## src/rtl/uart_rx_cfg_pkg.sv

```systemverilog
// Shared types for the configurable UART receiver.
// Parity encoding, FSM state encoding, width limit and vote helper.
package uart_rx_cfg_pkg;

    localparam int UART_MAX_DATA_BITS = 9;

    typedef enum logic [1:0] {
        PAR_NONE,
        PAR_EVEN,
        PAR_ODD,
        PAR_RSVD
    } parity_e;

    typedef enum logic [2:0] {
        IDLE,
        START,
        DATA,
        PARITY,
        STOP
    } rx_state_e;

    function automatic logic maj3(input logic a, input logic b, input logic c);
        return (a & b) | (a & c) | (b & c);
    endfunction

endpackage

```

## src/rtl/uart_rx_sampler.sv

```systemverilog
// Input conditioning for the UART receiver: synchroniser, falling-edge
// detect and 3-sample majority vote.
// Ports: clk/reset, in (async line), take_a/take_b (capture strobes for the
// first two mid-bit samples), fall (synchronised high->low), vote (majority
// of the two captured samples and the current synchronised line).
module uart_rx_sampler
    import uart_rx_cfg_pkg::*;
#(
    parameter int SYNC_STAGES = 2
) (
    input  logic clk,
    input  logic reset,
    input  logic in,
    input  logic take_a,
    input  logic take_b,
    output logic fall,
    output logic vote
);

    logic [SYNC_STAGES-1:0] sync;
    logic                   line;
    logic                   prev;
    logic                   sa;
    logic                   sb;

    assign line = sync[SYNC_STAGES-1];

    // Everything resets to the idle-high level so reset never fakes an edge.
    always_ff @(posedge clk) begin
        if (reset) begin
            sync <= '1;
            prev <= 1'b1;
            sa   <= 1'b1;
            sb   <= 1'b1;
        end else begin
            sync <= {sync[SYNC_STAGES-2:0], in};
            prev <= line;
            if (take_a) sa <= line;
            if (take_b) sb <= line;
        end
    end

    assign fall = prev & ~line;
    assign vote = maj3(sa, sb, line);

endmodule

```

## src/rtl/uart_rx_cfg.sv

```systemverilog
// Parametrised UART receiver with runtime parity/stop selection, false-start
// rejection, break detection and a valid/ready holding register.
// Ports: clk, reset (sync, active high), rx_enabled, in (serial line),
// s_tick (oversample strobe), parity_mode, two_stop, clr_status;
// out/out_valid/out_ready handshake, frame_err/parity_err/break_det
// (qualified by out_valid), overrun (sticky), busy.
module uart_rx_cfg
    import uart_rx_cfg_pkg::*;
#(
    parameter int DATA_BITS   = 8,
    parameter int OVERSAMPLE  = 16,
    parameter int SYNC_STAGES = 2
) (
    input  logic                 clk,
    input  logic                 reset,
    input  logic                 rx_enabled,
    input  logic                 in,
    input  logic                 s_tick,
    input  logic [1:0]           parity_mode,
    input  logic                 two_stop,
    input  logic                 clr_status,
    output logic [DATA_BITS-1:0] out,
    output logic                 out_valid,
    input  logic                 out_ready,
    output logic                 frame_err,
    output logic                 parity_err,
    output logic                 break_det,
    output logic                 overrun,
    output logic                 busy
);

    localparam int CW  = $clog2(OVERSAMPLE);
    localparam int MID = OVERSAMPLE / 2;
    localparam int BW  = $clog2(UART_MAX_DATA_BITS + 1);

    localparam logic [CW-1:0] C_A   = CW'(MID - 1);
    localparam logic [CW-1:0] C_B   = CW'(MID);
    localparam logic [CW-1:0] C_D   = CW'(MID + 1);
    localparam logic [CW-1:0] C_END = CW'(OVERSAMPLE - 1);
    localparam logic [BW-1:0] C_LAST = BW'(DATA_BITS - 1);

    localparam logic [2:0] S_IDLE   = 3'(IDLE);
    localparam logic [2:0] S_START  = 3'(START);
    localparam logic [2:0] S_DATA   = 3'(DATA);
    localparam logic [2:0] S_PARITY = 3'(PARITY);
    localparam logic [2:0] S_STOP   = 3'(STOP);

    logic [2:0]           state;
    logic [CW-1:0]        cnt;
    logic [BW-1:0]        bit_idx;
    logic                 stop_idx;
    logic [DATA_BITS-1:0] sr;
    logic [1:0]           par_q;
    logic                 two_q;
    logic                 zero_q;
    logic                 fe_q;
    logic                 pe_q;
    logic                 bk_q;
    logic                 done;

    logic fall;
    logic vote;
    logic active;
    logic take_a;
    logic take_b;
    logic tick_mid;
    logic tick_end;
    logic par_on;
    logic exp_par;

    assign active   = (state != S_IDLE);
    assign take_a   = active && s_tick && (cnt == C_A);
    assign take_b   = active && s_tick && (cnt == C_B);
    assign tick_mid = s_tick && (cnt == C_D);
    assign tick_end = s_tick && (cnt == C_END);
    assign par_on   = (par_q == 2'(PAR_EVEN)) || (par_q == 2'(PAR_ODD));
    assign exp_par  = (^sr) ^ (par_q == 2'(PAR_ODD));
    assign busy     = active;

    uart_rx_sampler #(
        .SYNC_STAGES(SYNC_STAGES)
    ) u_sampler (
        .clk   (clk),
        .reset (reset),
        .in    (in),
        .take_a(take_a),
        .take_b(take_b),
        .fall  (fall),
        .vote  (vote)
    );

    // Decisions are taken at the third mid-bit tick, once the vote is complete.
    // A break leaves the line low on return to IDLE; a new frame needs a
    // fresh falling edge, so the receiver waits for the line to rise first.
    always_ff @(posedge clk) begin
        if (reset) begin
            state    <= S_IDLE;
            cnt      <= '0;
            bit_idx  <= '0;
            stop_idx <= 1'b0;
            sr       <= '0;
            par_q    <= 2'(PAR_NONE);
            two_q    <= 1'b0;
            zero_q   <= 1'b0;
            fe_q     <= 1'b0;
            pe_q     <= 1'b0;
            bk_q     <= 1'b0;
            done     <= 1'b0;
        end else begin
            done <= 1'b0;
            if (active && s_tick)
                cnt <= tick_end ? '0 : cnt + 1'b1;
            if (active && !rx_enabled) begin
                state <= S_IDLE;
                cnt   <= '0;
            end else begin
                unique case (state)
                    S_IDLE: begin
                        if (rx_enabled && fall) begin
                            state  <= S_START;
                            cnt    <= '0;
                            par_q  <= parity_mode;
                            two_q  <= two_stop;
                            zero_q <= 1'b1;
                            fe_q   <= 1'b0;
                            pe_q   <= 1'b0;
                            bk_q   <= 1'b0;
                        end
                    end
                    S_START: begin
                        if (tick_mid && vote) begin
                            state <= S_IDLE;
                            cnt   <= '0;
                        end else if (tick_end) begin
                            state   <= S_DATA;
                            bit_idx <= '0;
                        end
                    end
                    S_DATA: begin
                        if (tick_mid) begin
                            sr <= {vote, sr[DATA_BITS-1:1]};
                            if (vote) zero_q <= 1'b0;
                        end
                        if (tick_end) begin
                            if (bit_idx == C_LAST) begin
                                state    <= par_on ? S_PARITY : S_STOP;
                                stop_idx <= 1'b0;
                            end else begin
                                bit_idx <= bit_idx + 1'b1;
                            end
                        end
                    end
                    S_PARITY: begin
                        if (tick_mid) begin
                            pe_q <= (vote != exp_par);
                            if (vote) zero_q <= 1'b0;
                        end
                        if (tick_end) begin
                            state    <= S_STOP;
                            stop_idx <= 1'b0;
                        end
                    end
                    S_STOP: begin
                        if (tick_mid) begin
                            fe_q <= fe_q | ~vote;
                            if (!stop_idx) bk_q <= zero_q & ~vote;
                            if (stop_idx || !two_q) begin
                                state <= S_IDLE;
                                cnt   <= '0;
                                done  <= 1'b1;
                            end
                        end else if (tick_end) begin
                            stop_idx <= 1'b1;
                        end
                    end
                    default: begin
                        state <= S_IDLE;
                        cnt   <= '0;
                    end
                endcase
            end
        end
    end

    // Holding register: a completed frame loads only if the slot is free
    // or being drained this cycle; otherwise it is dropped and flagged.
    always_ff @(posedge clk) begin
        if (reset) begin
            out        <= '0;
            out_valid  <= 1'b0;
            frame_err  <= 1'b0;
            parity_err <= 1'b0;
            break_det  <= 1'b0;
            overrun    <= 1'b0;
        end else begin
            if (done && (!out_valid || out_ready)) begin
                out        <= sr;
                out_valid  <= 1'b1;
                frame_err  <= fe_q;
                parity_err <= pe_q;
                break_det  <= bk_q;
            end else if (out_valid && out_ready) begin
                out_valid <= 1'b0;
            end
            if (done && out_valid && !out_ready)
                overrun <= 1'b1;
            else if (clr_status)
                overrun <= 1'b0;
        end
    end

endmodule

```

## config.mk

```make
export PLATFORM = sky130hd
export DESIGN_NAME = uart_rx_cfg
export DESIGN_NICKNAME = d
export VERILOG_FILES = /design/src/rtl/uart_rx_cfg_pkg.sv /design/src/rtl/uart_rx_sampler.sv /design/src/rtl/uart_rx_cfg.sv
export SDC_FILE = /design/constraint.sdc
export NUM_CORES = 1
export LEC_CHECK = 0
export CAP_MARGIN = 20
export CORE_MARGIN = 8
export CORE_UTILIZATION = 55
export DETAILED_ROUTE_END_ITERATION = 6
export PLACE_DENSITY = 0.78
export SYNTH_ARGS = -nofsm -noshare
export SYNTH_HDL_FRONTEND = slang
export SYNTH_SLANG_ARGS = --single-unit
export TNS_END_PERCENT = 1
```

## constraint.sdc

```tcl
create_clock -name clk -period 4 [get_ports clk]
set_input_delay 0.6 -clock clk [delete_from_list [all_inputs] [get_ports clk]]
set_output_delay 0.6 -clock clk [all_outputs]
set_load 0.01 [all_outputs]
```

==> run metrics <==
Layout area overhead=15.78%; Cell Area, Synth=roughly 2200 um2; clock tree buffer depth=2; max incr delay on CP=~540 ps; synth warn=0; critical path's slowest cell=clkdlybuf4s50_1; largest fanout on the critical path=9; post-synthesis register bit count=46; fill count=324; Overflow after GRT=0; Cell variety after synth=47; Final nets=approximately 280; hold path cells=1; sw frac=roughly 28%; CP required=around 4200 ps; Arr. time, crit path=~2700 ps; Vias/cell=5.508; crit-path cells=clkdlybuf4s50_1 -> and4b_1 -> a21oi_1 -> a2111o_1 -> or3_1 -> a21oi_1; Ports=24; Post-CTS Setup Bufs=0; PD cells=372.1 nW/um2; CTS clk-pin slew, worst paths=~80 ps; Tcrit/Tclk final=between 60% and 70%; Clock Skew=approximately 6.2 ps; final hold slack=between 400 and 500 ps; Tot Pwr=between 0.9 and 1 mW; IR drop worst, VDD=around 220 uV; top cells by count, synth=dfxtp_1 (46), nor2_1 (34), mux2i_1 (20), nand2_1 (19), a21oi_1 (17); Crit. path cell count=6; worst-margin pin slew=approximately 700 ps; RSZ-0062 raised after global routing=no; Critical path buffers and inverters=1; leakage=0.9963 nW; CTS Buf Count=5; Post-route DRC=0; ant diodes=0; core area=between 3000 and 4000 um2; Hold Vio Cnt, Final=0; Routed Antenna Nets=0; Syn Nets=258; die area=between 6000 and 7000 um2; Worst setup SP type=input pin; wire length per cell=roughly 13 um; multi-input logic area=approximately 1100 um2; f_max=between 300 and 400 MHz; post-DP HPWL=3.029 mm; crit path to=state[2]$_SDFFE_PP0P_; Worst-Skew Late Latency=about 300 ps; NetSw=roughly 0.26 mW; via count=1,735; status=complete, no violations; share of the synthesized area in the top cell type=roughly 43%; pre-CTS setup slack=1199 ps; R2R cell count=7; number of enable flip-flop cells after synthesis=0; Primary FF master, synth=dfxtp_1; most frequent cell after synthesis=dfxtp_1; total clock sinks=46; Hold Crit Class=flop to flop; antenna violations before repair=0; clock share of power=31.6%; post-CTS sizing=0; height of the chip=~79 um; GRT Util Overall=around 14%; global-route wire length before repair=around 7.1 mm; cts hold-fix bufs=0; P_int=approximately 0.67 mW; FP Rows=23; Finish-stage setup viols=0; final WL=4.132 mm; crit end category=flop; die width=between 70 and 80 um; largest net degree at the start of global routing=39; CTS tree=yes; root buffer cell=clkbuf_8; Initial Util=roughly 56%; crit path kind=input pin to flop; CP startpoint=s_tick; Most Frequent Cell on Critical Path=a21oi_1; Reg2Reg Setup Slack=between 1500 and 2000 ps; register area=slightly above 900 um2; synth top area cells=dfxtp_1 (43%), mux2i_1 (9.2%), nor2_1 (5.9%), a21oi_1 (3.9%), nand2_1 (3.3%); drt pass-1 iters=4; combinational cell fraction of total power=between 10% and 20%; launch point of the worst reg-to-reg path=cnt[1]$_SDFF_PP0_; Seq pwr share=a little over half; Synth Area per Inst=around 8.9 um2; vias in the first global route=1,535; max-cap viol count=0; relative slew slack=a little over half; Routability Congestion=roughly 0.87; final worst setup slack=1489 ps; Max Slew Vio Count=0; H-tree depth=2; post-synthesis sequential area ratio=a little over two fifths; top cell family by delay on the critical path=simple AND/OR/NAND/NOR gates; post-route minimum period=2511 ps; input/output buffers=23; Async SR Flop Fraction=0%; Initial DRC Count=a little under 90; R2R Path End=bit_idx[3]$_SDFFE_PP0P_; cell count after synthesis=~240; ratio of cells with drive above 1 in the final layout=under 10%; final setup TNS=0 ps; dominant cell type by area after synthesis=dfxtp_1
## cell type report
class,count,area share (%)
flip-flops and latches,46,36.74
inverters,11,1.648
repair buffers,24,9.486
well taps,50,2.496
clock buffers,6,3.295
multi-input cells,176,45.83
clock inverters,2,0.4993
## state kept, by name, summed over array words and instances (netlist names), 2 cells and up
register,cells
sr,8
state,3
u_sampler.sync,2
cnt,4
out,8
par_q,2
bit_idx,4
## logic make-up (layout without fill, tap and decap cells)
family / count (synthesis) / after routing / synth area share (%)
buf+inv: 21 / 43 / 4.393
simple gates: 98 / 98 / 22.77
mux: 20 / 20 / 9.248
xor+xnor: 10 / 10 / 4.047
flops: 46 / 46 / 42.54
compound gates: 42 / 42 / 13.58
fa+ha+maj: 6 / 6 / 3.410
## power groups by stage
stage / Clock [mW] / Combinational, mW / Sequential [mW]
final: 0.294 / 0.149 / 0.489
after global routing: 0.326 / 0.167 / 0.492
after CTS: 0.302 / 0.150 / 0.489
after detailed placement: 0 / 0.149 / 0.499
after global placement: 0 / 0.148 / 0.499
after floorplan: 0 / 0.114 / 0.490
## worst min path at each step
| stage | to | slack, ps | from |
|---|---|---|---|
| 2_1_floorplan | u_sampler.sync[1]$_SDFF_PP1_ | 390 | u_sampler.sync[0]$_SDFF_PP1_ |
| 3_3_place_gp | u_sampler.sync[1]$_SDFF_PP1_ | 390 | u_sampler.sync[0]$_SDFF_PP1_ |
| 3_5_place_dp | u_sampler.sync[1]$_SDFF_PP1_ | 400 | u_sampler.sync[0]$_SDFF_PP1_ |
| 4_1_cts | u_sampler.sync[1]$_SDFF_PP1_ | 420 | u_sampler.sync[0]$_SDFF_PP1_ |
| 5_1_grt | u_sampler.sync[1]$_SDFF_PP1_ | 440 | u_sampler.sync[0]$_SDFF_PP1_ |
| 6_report | u_sampler.sync[1]$_SDFF_PP1_ | 420 | u_sampler.sync[0]$_SDFF_PP1_ |
## per-stage QoR
| stage | cell area (um2) | instances | utilization [%] |
|---|---|---|---|
| 3_3_place_gp | 2411 | 307 | 62.06 |
| 6_report | 2506 | 315 | 64.51 |
| 3_5_place_dp | 2411 | 307 | 62.06 |
| 5_1_grt | 2506 | 315 | 64.51 |
| 2_1_floorplan | 2165 | 243 | - |
| 4_1_cts | 2506 | 315 | 64.51 |
## layer usage
| metal | part of all wire (%) | GRT usage [%] |
|---|---|---|
| met1 | 45 | 16.76 |
| met2 | 49 | 23.12 |
| met3 | 4.7 | 4.063 |
| met4 | 1.3 | 5.000 |
| met5 | 0 | 0 |
## layout by cell type, fill, tap and decap left out, types with 2 or more instances in the layout
cell type,count
nor3_1,7
nor2b_1,6
xor2_1,3
xnor2_1,7
inv_1,11
and3_1,2
a21oi_1,17
clkdlybuf4s50_1,23
or3_1,2
a2111o_1,2
nand2_1,19
or2_2,4
dfxtp_1,46
nor4_1,2
ha_1,5
nor3b_1,2
nor4b_1,2
or4_1,2
o21ai_0,10
nand2b_1,2
nand3_1,6
mux2i_1,20
o31ai_1,2
clkbuf_8,6
nor2_1,34
Power figures use the tool's default switching activity.
